## src/rtl/axi_fsm_pkg.sv

```systemverilog
// Shared definitions for the AXI4 encoder-side FSMs: state and target encodings,
// response codes and the register-map addresses used by both read and write sides.
package axi_fsm_pkg;

  typedef enum logic [2:0] {
    IDLE   = 3'b001,
    FETCH  = 3'b010,
    RVALID = 3'b100
  } rd_state_t;

  typedef enum logic [1:0] {
    VARINT = 2'd0,
    RAW    = 2'd1,
    STATUS = 2'd2,
    ERR    = 2'd3
  } target_t;

  localparam logic [1:0] RESP_OKAY   = 2'b00;
  localparam logic [1:0] RESP_SLVERR = 2'b10;

  localparam logic [7:0] VARINT_ADDR_DEF = 8'h00;
  localparam logic [7:0] RAW_ADDR_DEF    = 8'hF0;
  localparam logic [7:0] STATUS_ADDR_DEF = 8'h80;

  // Only the low address byte selects a port; anything unmapped answers SLVERR.
  function automatic target_t decode_target(input logic [7:0] addr,
                                            input logic [7:0] varint_addr,
                                            input logic [7:0] raw_addr,
                                            input logic [7:0] status_addr);
    if (addr == varint_addr)      return VARINT;
    else if (addr == raw_addr)    return RAW;
    else if (addr == status_addr) return STATUS;
    else                          return ERR;
  endfunction

endpackage

```

## src/rtl/axi_rd_fsm_0_if.sv

```systemverilog
// AR/R channel of the AXI4 read slave plus the two show-ahead output FIFO ports.
interface axi_rd_fsm_0_if #(
  parameter int ID_W   = 4,
  parameter int DATA_W = 32
);
  logic [ID_W-1:0]   axs_s0_arid;
  logic [31:0]       axs_s0_araddr;
  logic [7:0]        axs_s0_arlen;
  logic [2:0]        axs_s0_arsize;
  logic [1:0]        axs_s0_arburst;
  logic              axs_s0_arvalid;
  logic              axs_s0_arready;
  logic [ID_W-1:0]   axs_s0_rid;
  logic [DATA_W-1:0] axs_s0_rdata;
  logic [1:0]        axs_s0_rresp;
  logic              axs_s0_rlast;
  logic              axs_s0_rvalid;
  logic              axs_s0_rready;
  logic              varint_out_fifo_empty;
  logic [DATA_W-1:0] varint_out_fifo_data;
  logic              varint_out_fifo_pop;
  logic              raw_data_out_fifo_empty;
  logic [DATA_W-1:0] raw_data_out_fifo_data;
  logic              raw_data_out_fifo_pop;

  modport slave (
    input  axs_s0_arid, axs_s0_araddr, axs_s0_arlen, axs_s0_arsize, axs_s0_arburst,
           axs_s0_arvalid, axs_s0_rready,
           varint_out_fifo_empty, varint_out_fifo_data,
           raw_data_out_fifo_empty, raw_data_out_fifo_data,
    output axs_s0_arready, axs_s0_rid, axs_s0_rdata, axs_s0_rresp, axs_s0_rlast,
           axs_s0_rvalid, varint_out_fifo_pop, raw_data_out_fifo_pop
  );

  modport master (
    output axs_s0_arid, axs_s0_araddr, axs_s0_arlen, axs_s0_arsize, axs_s0_arburst,
           axs_s0_arvalid, axs_s0_rready,
           varint_out_fifo_empty, varint_out_fifo_data,
           raw_data_out_fifo_empty, raw_data_out_fifo_data,
    input  axs_s0_arready, axs_s0_rid, axs_s0_rdata, axs_s0_rresp, axs_s0_rlast,
           axs_s0_rvalid, varint_out_fifo_pop, raw_data_out_fifo_pop
  );
endinterface

```

## src/rtl/axi_rd_fsm_0.sv

```systemverilog
// AXI4 read-slave FSM: one burst at a time, each beat popped from the selected
// show-ahead FIFO (or the status word / SLVERR) and returned on a registered R channel.
module axi_rd_fsm_0
  import axi_fsm_pkg::*;
#(
  parameter int         ID_W        = 4,
  parameter int         DATA_W      = 32,
  parameter logic [7:0] VARINT_ADDR = VARINT_ADDR_DEF,
  parameter logic [7:0] RAW_ADDR    = RAW_ADDR_DEF,
  parameter logic [7:0] STATUS_ADDR = STATUS_ADDR_DEF
) (
  input logic           clk,
  input logic           reset,
  axi_rd_fsm_0_if.slave bus
);

  rd_state_t         state_reg, state_next;
  target_t           target_reg, target_next;
  logic [7:0]        beat_cnt_reg, beat_cnt_next;
  logic [ID_W-1:0]   rid_reg, rid_next;
  logic [DATA_W-1:0] rdata_reg, rdata_next;
  logic [1:0]        rresp_reg, rresp_next;
  logic              rlast_reg, rlast_next;
  logic              rvalid_reg, rvalid_next;
  logic              arready_reg, arready_next;

  logic              sel_empty;
  logic [DATA_W-1:0] sel_data;
  logic              unused_ar_fields;

  assign unused_ar_fields = ^{bus.axs_s0_arsize, bus.axs_s0_arburst, bus.axs_s0_araddr[31:8]};

  assign sel_empty = (target_reg == RAW) ? bus.raw_data_out_fifo_empty : bus.varint_out_fifo_empty;
  assign sel_data  = (target_reg == RAW) ? bus.raw_data_out_fifo_data  : bus.varint_out_fifo_data;

  // Pops are the only unregistered outputs: one per FETCH cycle that finds data.
  assign bus.varint_out_fifo_pop   = (state_reg == FETCH) && (target_reg == VARINT) && !bus.varint_out_fifo_empty;
  assign bus.raw_data_out_fifo_pop = (state_reg == FETCH) && (target_reg == RAW) && !bus.raw_data_out_fifo_empty;

  always_comb begin
    state_next    = state_reg;
    target_next   = target_reg;
    beat_cnt_next = beat_cnt_reg;
    rid_next      = rid_reg;
    rdata_next    = rdata_reg;
    rresp_next    = rresp_reg;
    rlast_next    = rlast_reg;
    rvalid_next   = rvalid_reg;
    arready_next  = arready_reg;
    case (state_reg)
      IDLE: begin
        arready_next = 1'b1;
        if (bus.axs_s0_arvalid && arready_reg) begin
          rid_next      = bus.axs_s0_arid;
          target_next   = decode_target(bus.axs_s0_araddr[7:0], VARINT_ADDR, RAW_ADDR, STATUS_ADDR);
          beat_cnt_next = bus.axs_s0_arlen;
          arready_next  = 1'b0;
          state_next    = FETCH;
        end
      end
      FETCH: begin
        arready_next = 1'b0;
        rvalid_next  = 1'b0;
        case (target_reg)
          VARINT, RAW: begin
            if (!sel_empty) begin
              rdata_next  = sel_data;
              rresp_next  = RESP_OKAY;
              rlast_next  = (beat_cnt_reg == 8'd0);
              rvalid_next = 1'b1;
              state_next  = RVALID;
            end
          end
          STATUS: begin
            rdata_next      = '0;
            rdata_next[1:0] = {bus.raw_data_out_fifo_empty, bus.varint_out_fifo_empty};
            rresp_next      = RESP_OKAY;
            rlast_next      = (beat_cnt_reg == 8'd0);
            rvalid_next     = 1'b1;
            state_next      = RVALID;
          end
          default: begin
            rdata_next  = '0;
            rresp_next  = RESP_SLVERR;
            rlast_next  = (beat_cnt_reg == 8'd0);
            rvalid_next = 1'b1;
            state_next  = RVALID;
          end
        endcase
      end
      RVALID: begin
        if (bus.axs_s0_rready) begin
          rvalid_next = 1'b0;
          if (rlast_reg) begin
            rlast_next   = 1'b0;
            arready_next = 1'b1;
            state_next   = IDLE;
          end else begin
            beat_cnt_next = beat_cnt_reg - 8'd1;
            state_next    = FETCH;
          end
        end
      end
      default: begin
        state_next   = IDLE;
        arready_next = 1'b0;
        rvalid_next  = 1'b0;
      end
    endcase
  end

  always_ff @(posedge clk or posedge reset) begin
    if (reset) begin
      state_reg    <= IDLE;
      target_reg   <= VARINT;
      beat_cnt_reg <= '0;
      rid_reg      <= '0;
      rdata_reg    <= '0;
      rresp_reg    <= '0;
      rlast_reg    <= 1'b0;
      rvalid_reg   <= 1'b0;
      arready_reg  <= 1'b0;
    end else begin
      state_reg    <= state_next;
      target_reg   <= target_next;
      beat_cnt_reg <= beat_cnt_next;
      rid_reg      <= rid_next;
      rdata_reg    <= rdata_next;
      rresp_reg    <= rresp_next;
      rlast_reg    <= rlast_next;
      rvalid_reg   <= rvalid_next;
      arready_reg  <= arready_next;
    end
  end

  assign bus.axs_s0_arready = arready_reg;
  assign bus.axs_s0_rid     = rid_reg;
  assign bus.axs_s0_rdata   = rdata_reg;
  assign bus.axs_s0_rresp   = rresp_reg;
  assign bus.axs_s0_rlast   = rlast_reg;
  assign bus.axs_s0_rvalid  = rvalid_reg;

endmodule

```

## src/flat_wrapper.sv

```systemverilog
// flat-port wrapper written by rule: the top's interface ports become plain ports
module axi_rd_fsm_0_flat import axi_fsm_pkg::*;
#(
  parameter int         ID_W        = 4,
  parameter int         DATA_W      = 32,
  parameter logic [7:0] VARINT_ADDR = VARINT_ADDR_DEF,
  parameter logic [7:0] RAW_ADDR    = RAW_ADDR_DEF,
  parameter logic [7:0] STATUS_ADDR = STATUS_ADDR_DEF
)
  (clk, reset, bus_axs_s0_arid, bus_axs_s0_araddr, bus_axs_s0_arlen, bus_axs_s0_arsize, bus_axs_s0_arburst, bus_axs_s0_arvalid, bus_axs_s0_rready, bus_varint_out_fifo_empty, bus_varint_out_fifo_data, bus_raw_data_out_fifo_empty, bus_raw_data_out_fifo_data, bus_axs_s0_arready, bus_axs_s0_rid, bus_axs_s0_rdata, bus_axs_s0_rresp, bus_axs_s0_rlast, bus_axs_s0_rvalid, bus_varint_out_fifo_pop, bus_raw_data_out_fifo_pop);
  axi_rd_fsm_0_if #(.ID_W(ID_W), .DATA_W(DATA_W)) bus_i ();
  input logic clk;
  input logic reset;
  input wire logic [$bits(bus_i.axs_s0_arid)-1:0] bus_axs_s0_arid;
  input wire logic [$bits(bus_i.axs_s0_araddr)-1:0] bus_axs_s0_araddr;
  input wire logic [$bits(bus_i.axs_s0_arlen)-1:0] bus_axs_s0_arlen;
  input wire logic [$bits(bus_i.axs_s0_arsize)-1:0] bus_axs_s0_arsize;
  input wire logic [$bits(bus_i.axs_s0_arburst)-1:0] bus_axs_s0_arburst;
  input wire logic [$bits(bus_i.axs_s0_arvalid)-1:0] bus_axs_s0_arvalid;
  input wire logic [$bits(bus_i.axs_s0_rready)-1:0] bus_axs_s0_rready;
  input wire logic [$bits(bus_i.varint_out_fifo_empty)-1:0] bus_varint_out_fifo_empty;
  input wire logic [$bits(bus_i.varint_out_fifo_data)-1:0] bus_varint_out_fifo_data;
  input wire logic [$bits(bus_i.raw_data_out_fifo_empty)-1:0] bus_raw_data_out_fifo_empty;
  input wire logic [$bits(bus_i.raw_data_out_fifo_data)-1:0] bus_raw_data_out_fifo_data;
  output wire logic [$bits(bus_i.axs_s0_arready)-1:0] bus_axs_s0_arready;
  output wire logic [$bits(bus_i.axs_s0_rid)-1:0] bus_axs_s0_rid;
  output wire logic [$bits(bus_i.axs_s0_rdata)-1:0] bus_axs_s0_rdata;
  output wire logic [$bits(bus_i.axs_s0_rresp)-1:0] bus_axs_s0_rresp;
  output wire logic [$bits(bus_i.axs_s0_rlast)-1:0] bus_axs_s0_rlast;
  output wire logic [$bits(bus_i.axs_s0_rvalid)-1:0] bus_axs_s0_rvalid;
  output wire logic [$bits(bus_i.varint_out_fifo_pop)-1:0] bus_varint_out_fifo_pop;
  output wire logic [$bits(bus_i.raw_data_out_fifo_pop)-1:0] bus_raw_data_out_fifo_pop;
  assign bus_i.axs_s0_arid = bus_axs_s0_arid;
  assign bus_i.axs_s0_araddr = bus_axs_s0_araddr;
  assign bus_i.axs_s0_arlen = bus_axs_s0_arlen;
  assign bus_i.axs_s0_arsize = bus_axs_s0_arsize;
  assign bus_i.axs_s0_arburst = bus_axs_s0_arburst;
  assign bus_i.axs_s0_arvalid = bus_axs_s0_arvalid;
  assign bus_i.axs_s0_rready = bus_axs_s0_rready;
  assign bus_i.varint_out_fifo_empty = bus_varint_out_fifo_empty;
  assign bus_i.varint_out_fifo_data = bus_varint_out_fifo_data;
  assign bus_i.raw_data_out_fifo_empty = bus_raw_data_out_fifo_empty;
  assign bus_i.raw_data_out_fifo_data = bus_raw_data_out_fifo_data;
  assign bus_axs_s0_arready = bus_i.axs_s0_arready;
  assign bus_axs_s0_rid = bus_i.axs_s0_rid;
  assign bus_axs_s0_rdata = bus_i.axs_s0_rdata;
  assign bus_axs_s0_rresp = bus_i.axs_s0_rresp;
  assign bus_axs_s0_rlast = bus_i.axs_s0_rlast;
  assign bus_axs_s0_rvalid = bus_i.axs_s0_rvalid;
  assign bus_varint_out_fifo_pop = bus_i.varint_out_fifo_pop;
  assign bus_raw_data_out_fifo_pop = bus_i.raw_data_out_fifo_pop;
  axi_rd_fsm_0 #(.ID_W(ID_W), .DATA_W(DATA_W), .VARINT_ADDR(VARINT_ADDR), .RAW_ADDR(RAW_ADDR), .STATUS_ADDR(STATUS_ADDR)) u_core (.clk(clk), .reset(reset), .bus(bus_i));
endmodule
```

## config.mk

```make
export PLATFORM = sky130hd
export DESIGN_NAME = axi_rd_fsm_0_flat
export DESIGN_NICKNAME = d
export VERILOG_FILES = /design/src/rtl/axi_fsm_pkg.sv /design/src/rtl/axi_rd_fsm_0_if.sv /design/src/rtl/axi_rd_fsm_0.sv /design/src/flat_wrapper.sv
export SDC_FILE = /design/constraint.sdc
export NUM_CORES = 1
export LEC_CHECK = 0
export ABC_CLOCK_PERIOD_IN_PS = 2000
export BUFFER_PORTS_ARGS = -buffer_cell sky130_fd_sc_hd__buf_2
export CAP_MARGIN = 40
export CORE_MARGIN = 3
export CORE_UTILIZATION = 39
export DETAILED_ROUTE_END_ITERATION = 6
export GPL_ROUTABILITY_DRIVEN = 0
export PLACE_DENSITY = 0.76
export SLEW_MARGIN = 40
export SYNTH_ARGS = -nofsm -noshare
export SYNTH_HDL_FRONTEND = slang
export SYNTH_SLANG_ARGS = --single-unit
```

## constraint.sdc

```tcl
create_clock -name clk -period 2 [get_ports clk]
set_clock_uncertainty 0.2 [all_clocks]
set_input_delay 0.2 -clock clk [delete_from_list [all_inputs] [get_ports clk]]
set_output_delay 0.2 -clock clk [all_outputs]
set_load 0.05 [all_outputs]
```

; ---- Yosys cells after proc, flatten, opt, wreduce, memory -nomap -nowiden
; Index checks and enable logic that the tools add are counted.
[word_totals]
reg_bits = 54
in_bits = 119
out_inout_bits = 43
word_cells = 74
[classes]
add_sub_neg = 1
eq_ne = 13
mux = 30
n_bitwise = 1
reduce_logical = 20
[ops]
columns = cell, n
row1 = $mux 32, 2
row2 = $pmux 32 s2, 1
row3 = $mux 8, 3
row4 = $eq 8x8->1 const B, 2
row5 = $logic_not 8->1, 2
row6 = $pmux 8 s2, 1
row7 = $mux 3, 4
row8 = $mux 1, 10
row9 = $pmux 3 s3, 1
row10 = $mux 2, 4
row11 = $reduce_and 2->1, 4
row12 = $sub 8x1->8 const B, 1
row13 = $ne 2x2->1 const B, 3
row14 = $reduce_and 3->1, 2
row15 = $logic_and 1x1->1, 5
row16 = $ne 2x1->1 const B, 2
row17 = $pmux 1 s2, 2
row18 = $pmux 2 s2, 1
row19 = $reduce_and 4->1, 1
row20 = $reduce_bool 2->1, 2
row21 = $eq 3x1->1 const B, 1
row22 = $eq 3x2->1 const B, 1
row23 = $eq 3x3->1 const B, 1
row24 = $ne 3x3->1 const B, 1
row25 = 7 further kinds, 8

; ---- Logic depth before layout (Yosys ltp)
; Gate-level depths: netlist of run 1.
[logic_depth]
depth_word = 5
depth_mapped = 7
depth_no_buf = 6

; ---- Worst setup path before layout of run 1
; No wires, ideal clock.
[synth_path]
path_kind = reg-to-output
startpoint = register u_core.state_reg[0]
endpoint = output port bus_raw_data_out_fifo_pop
arrival_time_ns = 2.023
required_time_ns = 1.600
setup_slack_ns = -0.423
path_stages_with_launch = 5
path_buffers = 1
cell_sequence = dfstp_2 > buf_2 > nand2b_1 > or3_1 > nor3_1
[synth_via]
elab_chain_len = 3
[synth_rtl]
columns = element, line_no
row1 = from (decl), axi_rd_fsm_0.sv:17  ; rd_state_t state_reg, state_next;
row2 = from (signal assigned), axi_rd_fsm_0.sv:124  ; state_reg <= state_next;
row3 = $eq 3x2->1, axi_rd_fsm_0.sv:38  ; assign bus.raw_data_out_fifo_pop = (state_reg == FETCH) && (target_reg == RAW) && !bus.raw_data_out_fifo_empty ...
row4 = $logic_and 1x1->1 (2 in a row), axi_rd_fsm_0.sv:38
row5 = to (decl), flat_wrapper.sv:32  ; output wire logic [$bits(bus_i.raw_data_out_fifo_pop)-1:0] bus_raw_data_out_fifo_pop;
; No other way between the ends.

; ---- Worst setup path in the final report of run 1
[layout_path]
startpoint = register u_core.beat_cnt_reg[4]
endpoint = register u_core.beat_cnt_reg[7]
[layout_via]
elab_chain_len = 4
[layout_rtl]
columns = element, line_no
row1 = from (decl), axi_rd_fsm_0.sv:19  ; logic [7:0] beat_cnt_reg, beat_cnt_next;
row2 = from (signal assigned), axi_rd_fsm_0.sv:126  ; beat_cnt_reg <= beat_cnt_next;
row3 = $sub 8x1->8, axi_rd_fsm_0.sv:99  ; beat_cnt_next = beat_cnt_reg - 8'd1;
row4 = $mux 8, axi_rd_fsm_0.sv:94  ; if (rlast_reg) begin
row5 = $mux 8, axi_rd_fsm_0.sv:92  ; if (bus.axs_s0_rready) begin
row6 = $pmux 8 s2, axi_rd_fsm_0.sv:50  ; case (state_reg)
; No other way between the ends. The select of a mux whose other input is x is not followed.
; A chain may end at the register's enable or synchronous reset.

==> results of run 1 <==
worst min path at each step:
stage	from	endpoint	slack, ns	depth (start not counted)
4_1_cts	bus_varint_out_fifo_data[30]	u_core.bus.axs_s0_rdata[30]$_DFFE_PP0P_	0.003	3
2_1_floorplan	bus_axs_s0_rready	u_core.state_reg[2]$_DFFE_PP0P_	0.11	1
3_3_place_gp	reset	u_core.bus.axs_s0_rdata[29]$_DFFE_PP0P_	0.11	2
3_5_place_dp	reset	u_core.bus.axs_s0_rdata[29]$_DFFE_PP0P_	0.12	2
6_report	bus_varint_out_fifo_data[31]	u_core.bus.axs_s0_rdata[31]$_DFFE_PP0P_	0.01	3
5_1_grt	bus_varint_out_fifo_data[31]	u_core.bus.axs_s0_rdata[31]$_DFFE_PP0P_	0.02	3
final cells by class:
type,instances,area [um^2]
Multi-Input combinational cell,191,1330
Inverter,6,22.5
Fill cell,580,2680
Timing Repair Buffer,161,993
Clock buffer,7,96.3
Sequential cell,53,1330
Tap cell,93,116
Clock inverter,1,5.00
synthesized netlist by cell type (2+ instances only):
master,instances
clkbuf_1,10
a31oi_1,3
nand2_1,41
ha_1,2
o22ai_1,2
inv_1,6
dfrtp_1,52
o31ai_1,31
buf_2,5
nand2b_1,3
nor2_1,9
mux2i_1,33
buf_4,2
buf_1,3
a21oi_1,14
or4_1,3
nor3b_1,2
o21ai_0,11
nand3_1,4
nand4b_1,2
mux2_2,4
nor3_1,4
power by group:
part           internal [mW]  switching [mW]  leakage [nW]
Combinational           1.05            2.23          1.25
Sequential              1.54           0.291         0.680
Clock                  0.313           0.338        0.0542
Total                   2.90            2.85          1.99
critical path, cell delays in order (launching register included):
cell and delay [ns]:
dfrtp_1 0.44, or3_4 0.41, or4_4 0.44, o41ai_2 0.22, a22o_1 0.17
cells by family (layout without fill, tap and decap cells):
group | after synthesis | after routing | share of synthesized area (%)
other cells | 1 | 1 | 0.138
compound gates | 74 | 74 | 18.5
simple gates | 77 | 77 | 13.9
mux | 37 | 37 | 13.8
buf+inv | 26 | 175 | 4.09
flops | 53 | 53 | 48.7
fa+ha+maj | 2 | 2 | 0.918
metrics by stage:
| stage | utilization (%) | worst slack, ns | instances | hold WS (ns) |
|---|---|---|---|---|
| final | 59.2 | 0.0673 | 512 | 0.0122 |
| after global routing | 59.2 | 0.00442 | 512 | 0.0186 |
| after CTS | 58.7 | 0.0126 | 511 | 0.00316 |
| after detailed placement | 54.5 | 0.0852 | 487 | 0.117 |
| after global placement | 54.5 | 0.141 | 487 | 0.113 |
| after floorplan | - | -0.0199 | 270 | 0.112 |
metal layers:
metal	wire length (um)	up-vias
met5	0	-
met4	138	0
li1	-	1286
met2	3660	95
met3	428	10
met1	3230	1191
what timing repair did:
action	in CTS	in global routing
pin swaps	1	1
endpoints found under the setup margin	2	2
hold endpoints to repair	34	0
hold buffers	13	0
gates resized for setup	7	2
setup buffers	3	0
cloned	0	1
==> results.ini, run 1 <==
[logic_synthesis]
syn_inst=270
synth_edf_count=0
yosysSeqAreaShare_pct=48.7
synth_nets=391
synth.area.top_cells=dfrtp_1 (48%), mux2i_1 (12%), o31ai_1 (8.5%)
syn-cell-area_um2=2730
yosys_warnings=0
synth.distinct_cells=46
async_flop_share_pct=100
yosys.area.top_type=dfrtp_1
synth_top_area_share_pct=47.8
synth_ff_type=dfrtp_1
syn_area_per_cell_um2=10.1
ys_ff_latch=53

[placement]
placed_cell_area_um2=3580
portBuffers=131
dp_hpwl_um=5250

[power]
vdd_drop_max_mv=0.694
p_leak_nw=1.99
p_per_area_nw_per_um2=1480
power_mw=5.76

[final_layout]
antenna_cells=0
largest_reg_flops=32
syn_to_final_growth_pct=42.7
final_cell_mix=buf_2 (129), dfrtp_1 (49), nand2_1 (41), mux2i_1 (33), o31ai_1 (31)
final_common_cell=buf_2
stdcell_area_um2=3890
drive_above_1_share_pct=41.8
final_nets=539

[clock_network]
ctsLongestPathBuffers=2
cts_tree=yes
cts.sinks=53
numCtsBuffers=5
clk_pin_slew_ns=0.09
cts_root_buf=clkbuf_8
h-tree-depth=2
clkLatencyLatePin_ns=0.30

[sta]
finalSetupTns_ns=0
report.final.hold_viol_count=0
rsz0062_at_grt=false
setup_viol=0
slew_viol_final=0
relSlewSlack_pct=56.5
worst_pin_slew_ns=0.650
finalCriticalPeriod_ns=1.93
max_clock_freq_ghz=0.517
period_share_pct=96.6

[global_routing]
grt_pass1_wl_um=11200
first_global_vias=2447
grtUsageTotal_pct=17.8
grt_max_degree=38
overflow=0
use_met2_pct=31.7
grt-busiest-layer=met2
use_met1_pct=21.5
antenna_found_initial=0
grtUsageMet3_pct=3.47

[floorplan]
die_y_um=89.6
die-area_um2=8030
coreArea_um2=6570
pin_count=162
start_util_pct=41.5
rows=29
die_w_um=89.6

[worst_hold_path]
hold_path.class=input port to flop

[route]
wl_um=7460
drtAntennaViolNets=0
routedWlPerCell_um=14.6
num_vias=2582
first_pass_iters=4
via_per_inst=5.04
drc_errors=0
drt_iter0_markers=78

[setup_path]
r2r_cells=4
required_ns=2.04
worstReg2RegEnd=u_core.beat_cnt_reg[7]$_DFFE_PP0P_
critPathLaunchType=flop
critical_path_class=flop to flop
r2r_start=u_core.beat_cnt_reg[4]$_DFFE_PP0P_
cp_max_fo=6
end_kind=flop
r2r_setup_slack_ns=0.07
worstPathArrival_ns=1.98
crit_start=u_core.beat_cnt_reg[4]$_DFFE_PP0P_
cp-endpoint=u_core.beat_cnt_reg[7]$_DFFE_PP0P_

[run_status]
status=complete, no violations

[flow_run]
max_cap_violations=0

No activity file was read; power rests on OpenSTA's default activity.
==> inputs of run 2 (changes only) <==
--- a/config.mk
+++ b/config.mk
@@ -13,6 +13,7 @@
 export DETAILED_ROUTE_END_ITERATION = 6
 export GPL_ROUTABILITY_DRIVEN = 0
 export PLACE_DENSITY = 0.76
+export REMOVE_ABC_BUFFERS = 1
 export SLEW_MARGIN = 40
 export SYNTH_ARGS = -nofsm -noshare
 export SYNTH_HDL_FRONTEND = slang
==> run 2 against run 1 <==
Compared with the run above:
- design area decreased by 1.8%
- largest power group unchanged
- cell count shrank 0.20%
- critical path depth did not move
- critical endpoint is now bus_varint_out_fifo_pop
- clock power down 12%
==> results.ini, run 2 (synthesized netlist as in run 1, its figures left out) <==
[sta]
setup_viol=0
report.final.hold_viol_count=0
period_share_pct=95.8
rsz0062_at_grt=false
max_clock_freq_ghz=0.522
slew_viol_final=0
finalCriticalPeriod_ns=1.92

[placement]
portBuffers=131
placed_cells=487
dp_hpwl_um=5220

[power]
clkPwrFrac_pct=10.3
p_sw_mw=2.79
switching_share_pct=50.0
vdd_drop_max_mv=1.02
p_leak_nw=1.95
power_mw=5.57
power_frac_seq_pct=32.7
p_int_mw=2.78
p_per_area_nw_per_um2=1460
pwr-share-comb_pct=57.0

[global_routing]
overflow=0
first_global_vias=2319
grt_max_degree=44
antenna_found_initial=0
grt_pass1_wl_um=10400
grtUsageTotal_pct=16.4

[route]
via_per_inst=5.00
drc_errors=0
routedWlPerCell_um=13.6
wl_um=6930
num_vias=2553
drtAntennaViolNets=0
drt_iter0_markers=89
first_pass_iters=4

[run_status]
status=complete, no violations

[clock_network]
clkLatencyLatePin_ns=0.29
h-tree-depth=2
cts.sinks=53
cts_tree=yes
numCtsBuffers=5
clk_pin_slew_ns=0.09
cts_root_buf=clkbuf_8
ctsLongestPathBuffers=2

[floorplan]
coreArea_um2=6570
die-area_um2=8030
die_w_um=89.6
rows=29
start_util_pct=41.5
die_y_um=89.6
pin_count=162

[setup_path]
worstPathArrival_ns=1.52
cp_max_fo=3
end_kind=output port
required_ns=1.60
critical_path_class=flop to output port
critPathLaunchType=flop

[final_layout]
drive_above_1_share_pct=40.7
final_cell_mix=buf_2 (129), dfrtp_1 (50), nand2_1 (41), mux2i_1 (33), o31ai_1 (31)
final_nets=538
multi_input_area_um2=1320
syn_to_final_growth_pct=40.2
antenna_cells=0
fillCellCount=574
largest_reg_flops=32
final_cells=511
seq_area_um2=1330
final_common_cell=buf_2

[worst_hold_path]
hold_path.class=input port to flop

[flow_run]
max_cap_violations=0

## run 2: layout make-up
| cell class | count | share of cell area (%) |
|---|---|---|
| Sequential cell | 53 | 34.8 |
| Clock buffer | 8 | 2.10 |
| Tap cell | 93 | 3.05 |
| Inverter | 6 | 0.590 |
| Timing Repair Buffer | 160 | 25.0 |
| Multi-Input combinational cell | 191 | 34.4 |
## run 2: critical path, stage by stage, from the launching register on
cell,delay [ns]
dfstp_2,0.38
nand2b_1,0.16
or3_4,0.35
nor3_2,0.14
buf_6,0.18
## run 2: worst paths after layout
check / startpoint / end / slack (ns) / cells after the start
max in group asynchronous: reset / u_core.state_reg[0]$_DFFE_PP1P_ / 0.81 / 4
min reg2reg: u_core.bus.axs_s0_rresp[1]$_DFFE_PP0P_ / u_core.bus.axs_s0_rresp[1]$_DFFE_PP0P_ / 0.27 / 2
min in group asynchronous: reset / u_core.bus.axs_s0_rdata[20]$_DFFE_PP0P_ / 0.25 / 3
min: bus_axs_s0_arlen[5] / u_core.beat_cnt_reg[5]$_DFFE_PP0P_ / 0.01 / 3
max reg2reg: u_core.beat_cnt_reg[5]$_DFFE_PP0P_ / u_core.beat_cnt_reg[7]$_DFFE_PP0P_ / 0.11 / 4
max: u_core.state_reg[0]$_DFFE_PP1P_ / bus_varint_out_fifo_pop / 0.08 / 4
## run 2: what timing repair did
action / in CTS / in global routing
hold buffers: 13 / 0
endpoints found under the hold margin: 28 / 0
endpoints found under the setup margin: 2 / 3
buffers inserted: 0 / 3
resized for setup: 8 / 1
## run 2: per-layer routing
layer	up-vias	GRT usage [%]	routed length, um
met3	2	3.65	451
met1	1193	19.5	2840
met5	-	0	0
li1	1273	-	-
met4	0	3.79	21
met2	85	30.1	3620
## run 2: per-stage QoR
stage	hold WS [ns]	setup TNS (ns)	worst slack (ns)	cell area, um^2	util (%)
after global routing	0.00557	0	0.00648	3820	58.2
after global placement	0.0272	0	0.132	3560	54.1
after floorplan	0.112	-90.34	-2.61	2640	-
after CTS	0.00639	0	0.00850	3790	57.8
after detailed placement	0.0279	0	0.0926	3560	54.1
final	0.0102	0	0.0836	3820	58.2
## run 2: power by group through the flow
stage          Clock (mW)  Combinational [mW]  Sequential (mW)
3_5_place_dp            0                3.13             1.85
6_report            0.574                3.17             1.82
4_1_cts             0.602                3.15             1.84
3_3_place_gp            0                3.07             1.83
5_1_grt             0.642                3.41             1.88
2_1_floorplan           0               0.938             3.21
